--- src/rtl/ps2_paddle_ctrl_pkg.sv ---
// ps2_pkg: scan-code constants, decoder state encoding and KEYS_HELD bit positions
// shared by the PS/2 paddle controller blocks.
package ps2_pkg;

   localparam logic [7:0] SC_W     = 8'h1D;
   localparam logic [7:0] SC_S     = 8'h1B;
   localparam logic [7:0] SC_SPACE = 8'h29;
   localparam logic [7:0] SC_UP    = 8'h75;
   localparam logic [7:0] SC_DOWN  = 8'h72;
   localparam logic [7:0] SC_EXT   = 8'hE0;
   localparam logic [7:0] SC_BRK   = 8'hF0;

   localparam int K_W     = 0;
   localparam int K_S     = 1;
   localparam int K_UP    = 2;
   localparam int K_DOWN  = 3;
   localparam int K_SPACE = 4;

   typedef enum logic [1:0] {
      ST_IDLE,
      ST_EXT,
      ST_BRK,
      ST_EXT_BRK
   } dec_state_e;

   // Key mask for a code seen without the E0 prefix; zero for untracked bytes.
   function automatic logic [4:0] base_mask(input logic [7:0] b);
      return b == SC_W     ? 5'b00001 :
             b == SC_S     ? 5'b00010 :
             b == SC_SPACE ? 5'b10000 : 5'b00000;
   endfunction

   // Key mask for a code seen after the E0 prefix.
   function automatic logic [4:0] ext_mask(input logic [7:0] b);
      return b == SC_UP   ? 5'b00100 :
             b == SC_DOWN ? 5'b01000 : 5'b00000;
   endfunction

endpackage

--- src/rtl/ps2_paddle_ctrl_if.sv ---
// ps2_paddle_ctrl_if: byte stream from the PS/2 receiver into the paddle controller.
interface ps2_paddle_ctrl_if;
   logic       RX_DONE;
   logic [7:0] SCAN_BYTE;
   modport master (output RX_DONE, SCAN_BYTE);
   modport slave  (input  RX_DONE, SCAN_BYTE);
endinterface

--- src/rtl/ps2_paddle_ctrl_key_decoder.sv ---
// ps2_key_decoder: RX_DONE edge detect, scan-set-2 prefix FSM with idle timeout,
// held-key flags and a one-shot Space make pulse.
module ps2_key_decoder
   import ps2_pkg::*;
#(
   parameter int TIMEOUT_CYCLES = 2000000
) (
   input  logic       clk_i,
   input  logic       rst_ni,
   input  logic       rx_done_i,
   input  logic [7:0] scan_byte_i,
   output logic [4:0] keys_o,
   output logic       space_o
);

   localparam int TW = $clog2(TIMEOUT_CYCLES + 1);

   dec_state_e  state_q;
   logic [TW-1:0] tmo_q;
   logic [4:0]  keys_q;
   logic        space_q;
   logic        rx_q;
   logic        ev;
   logic [4:0]  base;
   logic [4:0]  ext;

   assign ev      = rx_done_i & ~rx_q;
   assign base    = base_mask(scan_byte_i);
   assign ext     = ext_mask(scan_byte_i);
   assign keys_o  = keys_q;
   assign space_o = space_q;

   always_ff @(posedge clk_i or negedge rst_ni) begin
      if (!rst_ni) begin
         state_q <= ST_IDLE;
         tmo_q   <= '0;
         keys_q  <= '0;
         space_q <= 1'b0;
         rx_q    <= 1'b0;
      end else begin
         rx_q    <= rx_done_i;
         space_q <= 1'b0;
         if (ev) begin
            tmo_q <= '0;
            case (state_q)
               ST_IDLE: begin
                  state_q <= scan_byte_i == SC_EXT ? ST_EXT :
                             scan_byte_i == SC_BRK ? ST_BRK : ST_IDLE;
                  keys_q  <= keys_q | base;
                  // typematic repeats arrive with the flag already set
                  space_q <= base[K_SPACE] & ~keys_q[K_SPACE];
               end
               ST_EXT: begin
                  state_q <= scan_byte_i == SC_BRK ? ST_EXT_BRK :
                             scan_byte_i == SC_EXT ? ST_EXT : ST_IDLE;
                  keys_q  <= keys_q | ext;
               end
               ST_BRK: begin
                  state_q <= ST_IDLE;
                  keys_q  <= keys_q & ~base;
               end
               default: begin
                  state_q <= ST_IDLE;
                  keys_q  <= keys_q & ~ext;
               end
            endcase
         end else if (state_q == ST_IDLE || tmo_q == TW'(TIMEOUT_CYCLES - 1)) begin
            // a stale prefix is dropped so the next byte decodes from IDLE
            tmo_q   <= '0;
            state_q <= ST_IDLE;
         end else begin
            tmo_q <= tmo_q + 1'b1;
         end
      end
   end

endmodule

--- src/rtl/ps2_paddle_ctrl.sv ---
// ps2_paddle_ctrl: turns PS/2 key state into two saturating paddle positions
// stepped at a fixed tick rate, plus a serve pulse.
module ps2_paddle_ctrl
   import ps2_pkg::*;
#(
   parameter int TICK_DIV       = 416667,
   parameter int TIMEOUT_CYCLES = 2000000,
   parameter int POS_W          = 10,
   parameter int PADDLE_MIN     = 0,
   parameter int PADDLE_MAX     = 400,
   parameter int PADDLE_INIT    = 200,
   parameter int STEP           = 4
) (
   input  logic             CLK100MHZ,
   input  logic             RST,
   ps2_paddle_ctrl_if.slave rx,
   output logic [POS_W-1:0] P1_POS,
   output logic [POS_W-1:0] P2_POS,
   output logic [4:0]       KEYS_HELD,
   output logic             space_Pressed
);

   localparam int CW = $clog2(TICK_DIV + 1);

   logic [CW-1:0]    cnt_q, cnt_d;
   logic [POS_W-1:0] p1_q, p1_d, p2_q, p2_d;
   logic             tick;

   ps2_key_decoder #(.TIMEOUT_CYCLES(TIMEOUT_CYCLES)) u_dec (
      .clk_i      (CLK100MHZ),
      .rst_ni     (RST),
      .rx_done_i  (rx.RX_DONE),
      .scan_byte_i(rx.SCAN_BYTE),
      .keys_o     (KEYS_HELD),
      .space_o    (space_Pressed)
   );

   // One extra bit keeps the intermediate from wrapping past either rail.
   function automatic logic [POS_W-1:0] move(input logic [POS_W-1:0] pos,
                                             input logic up, input logic dn);
      logic [POS_W:0] dec;
      logic [POS_W:0] inc;
      dec = {1'b0, pos} - (POS_W+1)'(STEP);
      inc = {1'b0, pos} + (POS_W+1)'(STEP);
      if (up == dn) return pos;
      if (up) return (dec[POS_W] || dec < (POS_W+1)'(PADDLE_MIN)) ?
                     POS_W'(PADDLE_MIN) : dec[POS_W-1:0];
      return (inc > (POS_W+1)'(PADDLE_MAX)) ? POS_W'(PADDLE_MAX) : inc[POS_W-1:0];
   endfunction

   // KEYS_HELD is registered, so a tick always sees the flags from before any
   // byte arriving in the same cycle.
   always_comb begin
      tick  = cnt_q == CW'(TICK_DIV - 1);
      cnt_d = tick ? '0 : cnt_q + 1'b1;
      p1_d  = tick ? move(p1_q, KEYS_HELD[K_W], KEYS_HELD[K_S]) : p1_q;
      p2_d  = tick ? move(p2_q, KEYS_HELD[K_UP], KEYS_HELD[K_DOWN]) : p2_q;
   end

   always_ff @(posedge CLK100MHZ or negedge RST) begin
      if (!RST) begin
         cnt_q <= '0;
         p1_q  <= POS_W'(PADDLE_INIT);
         p2_q  <= POS_W'(PADDLE_INIT);
      end else begin
         cnt_q <= cnt_d;
         p1_q  <= p1_d;
         p2_q  <= p2_d;
      end
   end

   assign P1_POS = p1_q;
   assign P2_POS = p2_q;

endmodule

--- src/flat_wrapper.sv ---
// flat-port wrapper written by rule: the top's interface ports become plain ports
module ps2_paddle_ctrl_flat import ps2_pkg::*;
#(
   parameter int TICK_DIV       = 416667,
   parameter int TIMEOUT_CYCLES = 2000000,
   parameter int POS_W          = 10,
   parameter int PADDLE_MIN     = 0,
   parameter int PADDLE_MAX     = 400,
   parameter int PADDLE_INIT    = 200,
   parameter int STEP           = 4
)
  (CLK100MHZ, RST, P1_POS, P2_POS, KEYS_HELD, space_Pressed, rx_RX_DONE, rx_SCAN_BYTE);
  ps2_paddle_ctrl_if rx_i ();
  input  logic CLK100MHZ;
  input  logic RST;
  output logic [POS_W-1:0] P1_POS;
  output logic [POS_W-1:0] P2_POS;
  output logic [4:0] KEYS_HELD;
  output logic space_Pressed;
  input wire logic [$bits(rx_i.RX_DONE)-1:0] rx_RX_DONE;
  input wire logic [$bits(rx_i.SCAN_BYTE)-1:0] rx_SCAN_BYTE;
  assign rx_i.RX_DONE = rx_RX_DONE;
  assign rx_i.SCAN_BYTE = rx_SCAN_BYTE;
  ps2_paddle_ctrl #(.TICK_DIV(TICK_DIV), .TIMEOUT_CYCLES(TIMEOUT_CYCLES), .POS_W(POS_W), .PADDLE_MIN(PADDLE_MIN), .PADDLE_MAX(PADDLE_MAX), .PADDLE_INIT(PADDLE_INIT), .STEP(STEP)) u_core (.CLK100MHZ(CLK100MHZ), .RST(RST), .rx(rx_i), .P1_POS(P1_POS), .P2_POS(P2_POS), .KEYS_HELD(KEYS_HELD), .space_Pressed(space_Pressed));
endmodule
--- config.mk ---
export PLATFORM = sky130hd
export DESIGN_NAME = ps2_paddle_ctrl_flat
export DESIGN_NICKNAME = d
export VERILOG_FILES = /design/src/rtl/ps2_paddle_ctrl_pkg.sv /design/src/rtl/ps2_paddle_ctrl_if.sv /design/src/rtl/ps2_paddle_ctrl_key_decoder.sv /design/src/rtl/ps2_paddle_ctrl.sv /design/src/flat_wrapper.sv
export SDC_FILE = /design/constraint.sdc
export NUM_CORES = 1
export LEC_CHECK = 0
export BUFFER_PORTS_ARGS = -buffer_cell sky130_fd_sc_hd__buf_4
export CAP_MARGIN = 20
export CORE_ASPECT_RATIO = 0.7
export CORE_MARGIN = 2
export CORE_UTILIZATION = 40
export CTS_CLUSTER_SIZE = 25
export DETAILED_ROUTE_END_ITERATION = 8
export PLACE_DENSITY_LB_ADDON = 0.3
export SLEW_MARGIN = 20
export SYNTH_ARGS = -nofsm -noshare
export SYNTH_HDL_FRONTEND = slang
export SYNTH_SLANG_ARGS = --single-unit
export TNS_END_PERCENT = 30
--- constraint.sdc ---
create_clock -name CLK100MHZ -period 7.3 [get_ports CLK100MHZ]
set_clock_uncertainty 0.15 [all_clocks]
set_input_delay 0.73 -clock CLK100MHZ [delete_from_list [all_inputs] [get_ports CLK100MHZ]]
set_output_delay 0.73 -clock CLK100MHZ [all_outputs]
set_load 0.02 [all_outputs]
* Word level (Yosys, flattened, before mapping) *
Index checks and enable logic that the tools add are counted.

word-level totals
  output and inout bits = 26
  word-level logic and storage cells = 82
  bits in registers = 69
  latch bits = 0
  memories = 0
  bits of input ports = 11
  memory bits (read-only) = 0
  RAM bits = 0

cells by class
  add/sub/neg operators = 6
  shift-type cells = 0
  magnitude comparators = 4
  divide/modulo/power cells = 0
  reductions and logical operators = 5
  multiply operators = 0
  equal/unequal tests = 13
  bitwise logic cells = 10
  muxes and demuxes = 36

operators with widths
  kind                                                         number
  2-to-1 mux 10 bit                                            12
  2-to-1 mux 21 bit                                            2
  adder 10 x 3 -> 11 bit, second input constant                2
  > comparator 11 x 9 -> 1 bit, second input constant          2
  less-than comparator 11 x 1 -> 1 bit, second input constant  2
  subtractor 10 x 3 -> 11 bit, second input constant           2
  adder 21 x 1 -> 21 bit, second input constant                1
  equality test 21 bit, second input constant                  1
  adder 19 x 1 -> 19 bit, second input constant                1
  equality test 19 bit, second input constant                  1
  2-to-1 mux 19 bit                                            1
  equality test 8 x 5 -> 1 bit, second input constant          2
  equality test 8 x 7 -> 1 bit, second input constant          2
  equality test 8 bit, second input constant                   2
  2-to-1 mux 5 bit                                             3
  case mux 5 bit (3 select lines)                              1
  AND 5 bit                                                    2
  2-to-1 mux 2 bit                                             5
  2-to-1 mux 1 bit                                             9
  equality test 8 x 6 -> 1 bit, second input constant          1
  2-to-1 mux 4 bit                                             2
  inverter 4 -> 5 bit                                          1
  inverter 5 bit                                               1
  OR 5 x 4 -> 5 bit                                            1
  other kinds (10)                                             15

* Logic depth before layout (Yosys ltp) *
  word-level depth = 7
  gate-level depth with buffers = 9
  depth with buffers taken out = 8

* By module *
Synthesis repeated with hierarchy kept, for this count alone.

second synthesis, totals
  cell total of the unflattened synthesis = 455
  area total of the unflattened synthesis = 4116.4 sq um

modules (own cells, without submodules)
  module           cells an instance  area an instance (sq um)  sequential area each (sq um)  times used
  ps2_paddle_ctrl  306                2556.2                    883.3                         1
  ps2_key_decoder  149                1560.2                    750.7                         1

* Worst setup path after synthesis *
Ideal clock, no wire load.

  path kind = register to register
  start point = reg u_core.p2_q[2] (netlist: u_core.P2_POS[2])
  end point = reg u_core.p2_q[6] (netlist: u_core.P2_POS[6])
  clock period less this slack = 2.478 ns
  path slack = 4.822 ns
  setup time = 0.082 ns
  data arrival time = 2.246 ns
  required time = 7.068 ns
  stages on the path, launching flop included = 10
  path through = dfrtp_1 clkbuf_2 inv_1 ha_1 or4b_4 o41ai_4 o2bb2ai_2 a21oi_2 nor3_1 a211o_1

on the way
  longest elaborated chain between the ends = 7

RTL lines
  element                               RTL line               source
  start: declaration                    ps2_paddle_ctrl.sv:26  logic [POS_W-1:0] p1_q, p1_d, p2_q, p2_d;
  start signal: assignment              ps2_paddle_ctrl.sv:64  p2_q <= POS_W'(PADDLE_INIT);
  start signal: assignment              ps2_paddle_ctrl.sv:68  p2_q <= p2_d;
  subtractor 10 x 3 -> 11 bit           ps2_paddle_ctrl.sv:43  dec = {1'b0, pos} - (POS_W+1)'(STEP);
  less-than comparator 11 x 1 -> 1 bit  ps2_paddle_ctrl.sv:46  if (up) return (dec[POS_W] || dec < (POS_W+1)'(PADDLE_MIN)) ?
  logical OR 1 bit                      ps2_paddle_ctrl.sv:46
  2-to-1 mux 10 bit (2 in series)       ps2_paddle_ctrl.sv:46
  2-to-1 mux 10 bit *                   ps2_paddle_ctrl.sv:48  return (inc > (POS_W+1)'(PADDLE_MAX)) ? POS_W'(PADDLE_MAX) : inc[POS_W-1:0];
  2-to-1 mux 10 bit *                   ps2_paddle_ctrl.sv:46

Mark *: on every way between the ends. The rest lies on a longest branch, timed or not.
A chain may end at the register's enable or synchronous reset.

* Final worst setup path *
  start point = reg u_core.cnt_q[0]
  end point = reg u_core.p1_q[6] (netlist: u_core.P1_POS[6])

on the way
  longest elaborated chain between the ends = 1

RTL lines
  element                   RTL line               source
  start: declaration        ps2_paddle_ctrl.sv:25  logic [CW-1:0] cnt_q, cnt_d;
  start signal: assignment  ps2_paddle_ctrl.sv:66  cnt_q <= cnt_d;
  equality test 19 bit      ps2_paddle_ctrl.sv:54  tick = cnt_q == CW'(TICK_DIV - 1);
  end signal: assignment    ps2_paddle_ctrl.sv:63  p1_q <= POS_W'(PADDLE_INIT);
  end signal: assignment    ps2_paddle_ctrl.sv:67  p1_q <= p1_d;
  end: declaration          ps2_paddle_ctrl.sv:26

Every way passes these cells.

==> reports/metrics.sh <==
OUTCOME='finished clean'
WORSTSETUPENDPOINTTYPE='flip-flop'
DIE_WIDTH_UM=124.1
VDD_IR_DROP_MAX_uV=107.9
POWER.DENSITY_CELL_AREA_mW_PER_MM2=171.2
FMAXACHIEVABLE_MHz=391.2
DESIGN.DIE.AREA_SQ_MM=0.01093
MIN_DELAY_WORST_ENDPOINT='u_core.u_dec.space_o'
REG2REG_TO='u_core.P1_POS[6]'
CTSROOTBUFFERMASTER='sky130_fd_sc_hd__clkbuf_16'
SYNTHTOPCELLSBYAREA='sky130_fd_sc_hd__dfrtp_1 (37%), sky130_fd_sc_hd__nor2_1 (5.9%), sky130_fd_sc_hd__xor2_1 (5.0%)'
FIRST_GLOBAL_VIAS=2994
ANTENNA_DIODE_COUNT=0
GRT_MAX_DEGREE=66
ROUTE.DETAILED.DRC=0
FLOORPLAN.DIE.HEIGHT_UM=88.06
NUMCTSBUFFERS=9
CPLARGESTDELAYFAMILY='simple AND/OR/NAND/NOR gates'
DETAIL_ROUTE.WIRELENGTH_UM=8795
FINAL_MIN_PERIOD_OVER_CLOCK_PERIOD_PCT=35.02
ASYNC_RESET_FF_SHARE_PCT=100.0
WORST-PATH-MAX-FANOUT=15
GP_ROUTABILITY_CONGESTION=0.9145
WHS_PATH_DEPTH=1
CTS-HTREE-LEVELS=3
SYNTH_SEQ_AREA_SHARE_PCT=40.47
CLK_TRANSITION_REPORTED_PATHS_NS=0.05
GLOBAL_ROUTE.OVERFLOW_TOTAL=0
POST_DRT_WL_PER_CELL_UM=14.49
WORSTREGTOREGCELLS=8
POWER.LEAKAGE_nW=1.863
FINALHOLDVIOLCOUNT=0
POST-SYNTH-TOP-AREA-FRACTION_PCT=36.57
CTS.PATH.MAX_BUFFERS=2
NUM-NETS-FINAL=492
SYNTH_WARN=0
TRITONCTS_CLOCK_TREE='yes'
RSZ0062_AT_GRT='no'
REQUIRED_NS=7.40
SYNTH.MOST_COMMON_CELL='sky130_fd_sc_hd__nor2_1'
SLOWEST_DELAY_NS=0.72
YOSYSUNIQUECELLTYPES=70
VIA_COUNT=3363
LAYOUT.CORE_UTILIZATION_PCT=46.62
HOLD_PATH_CLASS='reg -> reg'
POST-SYNTH-TOP-AREA-CELL='sky130_fd_sc_hd__dfrtp_1'
GRT_ANTENNA_BEFORE_REPAIR=0
AVGSYNTHCELLAREA_SQ_UM=8.874
GLOBALROUTETOTALUTIL_PCT=16.99
CLK_LATENCY_NS=0.32
WORSTMARGINPINSLEW_NS=0.8942
FIRST_PASS_ITERS=4
SYNTH.TOP_CELLS.BY_COUNT='sky130_fd_sc_hd__nor2_1 (64), sky130_fd_sc_hd__dfrtp_1 (59), sky130_fd_sc_hd__nand2_1 (39)'
MAX_SLEW_MARGIN_PCT=40.17
ROUTE.ANTENNA.REMAINING_NETS=0
SYN_TO_FINAL_GROWTH_PCT=12.67
TIMING.CRITICAL_PATH.ARRIVAL_NS=2.66
REG2REG_SETUP_SLACK_NS=4.74
PLACE.DETAILED.HPWL_UM=6175
CRITPATHBUFINV=1
FINALCRITICALPERIOD_NS=2.556
CAP_VIOL_MAX_COUNT=0
CRITPATHLAUNCHTYPE='flip-flop'
POSTCTSRESIZEDCELLS=0
SETUP_TNS_NS=0
WIRE_LENGTH_OF_THE_FIRST_GLOBAL_ROUTING_PASS_UM=14420
PATH_CELLS='inv_1 -> ha_1 -> nand4bb_1 -> or4_1 -> nor2_1 -> nand3_1 -> a21oi_1 -> o31ai_1'
DESIGN.CORE.AREA_SQ_MM=0.009759
CTS.SINK_COUNT=65
TIMING.HOLD.WORST.START='u_core.u_dec.keys_o[4]'
POST_DRT_VIA_CELL_RATIO=5.540
PLACEMENTROWS=30
WORST_REG2REG_PATH_STARTPOINT='u_core.cnt_q[0]'
SYNTH-MAIN-FF-CELL='sky130_fd_sc_hd__dfrtp_1'
SETUP_VIOL=0
PLACEMENT.IO_BUFFERS=32
POST_ROUTE_CELLS_DRIVE_ABOVE_1_SHARE_PCT=13.36
SLOWEST_STAGE='sky130_fd_sc_hd__nor2_1'
CTS.REPAIR_TIMING.SETUP_BUFFER_COUNT=0
SYNTH.FF_LATCH_COUNT=65
INITIALDRTVIOLATIONCOUNT=262
SYNTH_CELLS=455
EDFF_COUNT_SYNTH=0
SYNTH_AREA_SQ_MM=0.004038
CTS_HOLD_BUFFERS=0
START_UTIL_PCT=41.37
CLASSIFICATION_OF_THE_WORST_SETUP_PATH='reg -> reg'
SLEW_VIOLATIONS=0
IO_PINS=37
logic make-up (layout without fill, tap and decap cells):
logic type                 after synthesis  count (layout)  synth area share [%]
adders and majority gates                7               7                 2.169
and+or+nand+nor                        222             222                 28.51
other                                    1               4               0.09288
xor gates and xnor gates                39              39                 8.460
buffers and inverters                   41              62                 5.671
AOI/OAI and AO/OA                       76              76                 13.48
DFF                                     65              65                 40.47
muxes                                    4               4                 1.146
metrics by stage:
stage	hold WS [ns]	area (sq um)	instances	power, mW	worst slack, ns
after floorplan	0.2844	4049	458	0.3802	4.822
after global placement	0.3040	4277	591	0.3946	4.763
after detailed placement	0.3021	4277	591	0.3948	4.765
after CTS	0.3123	4549	607	0.7919	4.739
after global routing	0.3337	4549	607	0.8090	4.547
final	0.3080	4549	607	0.7790	4.744
sequential cells by signal, summed over array words and instances, names as in the netlist:
signal and flops:
u_core.u_dec.tmo_q 21, u_core.cnt_q 19, u_core.P1_POS 8, u_core.P2_POS 8
u_core.u_dec.keys_o 5, u_core.u_dec.state_q 2, u_core.u_dec.rx_q 1, u_core.u_dec.space_o 1
how the worst max path moves through the flow:
stage                                start               end  slack [ns]  cells after the start
after floorplan           u_core.P2_POS[2]  u_core.P2_POS[6]        4.82                      9
after global placement     u_core.cnt_q[0]  u_core.P2_POS[5]        4.76                      8
after detailed placement  u_core.P2_POS[2]  u_core.P2_POS[6]        4.77                      8
after CTS                  u_core.cnt_q[0]  u_core.P1_POS[6]        4.74                      8
after global routing       u_core.cnt_q[0]  u_core.P1_POS[2]        4.55                      7
final                      u_core.cnt_q[0]  u_core.P1_POS[6]        4.74                      8
cell type report:
cell class	count	area [sq um]
fill	955	5210
multi-input combinational	352	2186
sequential	65	1634
clock buffer	15	267.8
timing repair buffer	33	247.7
tap	128	160.2
inverter	13	48.80
clock inverter	1	5.005
power breakdown:
group	leakage [nW]	switching [mW]	total (mW)	internal [mW]
Clock	0.134	0.143	0.391	0.248
Combinational	0.860	0.0166	0.0240	0.00743
Sequential	0.869	0.00205	0.364	0.362
layer usage:
layer	share of wire, %	up-vias	track usage, %
met5	0	-	0
met4	1.8	0	6.844
met3	5.9	8	4.167
met2	43	107	24.74
met1	49	1590	24.23
li1	-	1658	-
layout by cell type, fill, tap and decap left out, types with 4 or more instances in the layout:
master	Yosys	layout
sky130_fd_sc_hd__nor2_1	64	64
sky130_fd_sc_hd__dfrtp_1	59	59
sky130_fd_sc_hd__nand2_1	39	39
sky130_fd_sc_hd__buf_4	7	33
sky130_fd_sc_hd__nand3_1	30	30
sky130_fd_sc_hd__xor2_1	23	23
sky130_fd_sc_hd__a21oi_1	21	21
sky130_fd_sc_hd__nor3_1	18	18
sky130_fd_sc_hd__xnor2_1	16	16
sky130_fd_sc_hd__o21ai_0	14	13
sky130_fd_sc_hd__inv_1	13	13
sky130_fd_sc_hd__nand4_1	12	12
sky130_fd_sc_hd__nor4_1	9	9
sky130_fd_sc_hd__clkbuf_16	0	9
sky130_fd_sc_hd__ha_1	7	7
sky130_fd_sc_hd__and3_1	6	6
sky130_fd_sc_hd__a31oi_1	6	6
sky130_fd_sc_hd__dfstp_2	6	6
sky130_fd_sc_hd__nand2b_1	5	5
sky130_fd_sc_hd__and4_1	4	4
sky130_fd_sc_hd__o21ai_1	3	4
sky130_fd_sc_hd__or3_1	4	4
sky130_fd_sc_hd__o31ai_1	4	4
sky130_fd_sc_hd__conb_1	1	4
sky130_fd_sc_hd__clkbuf_1	12	4
No activity file was read; power rests on OpenSTA's default activity.
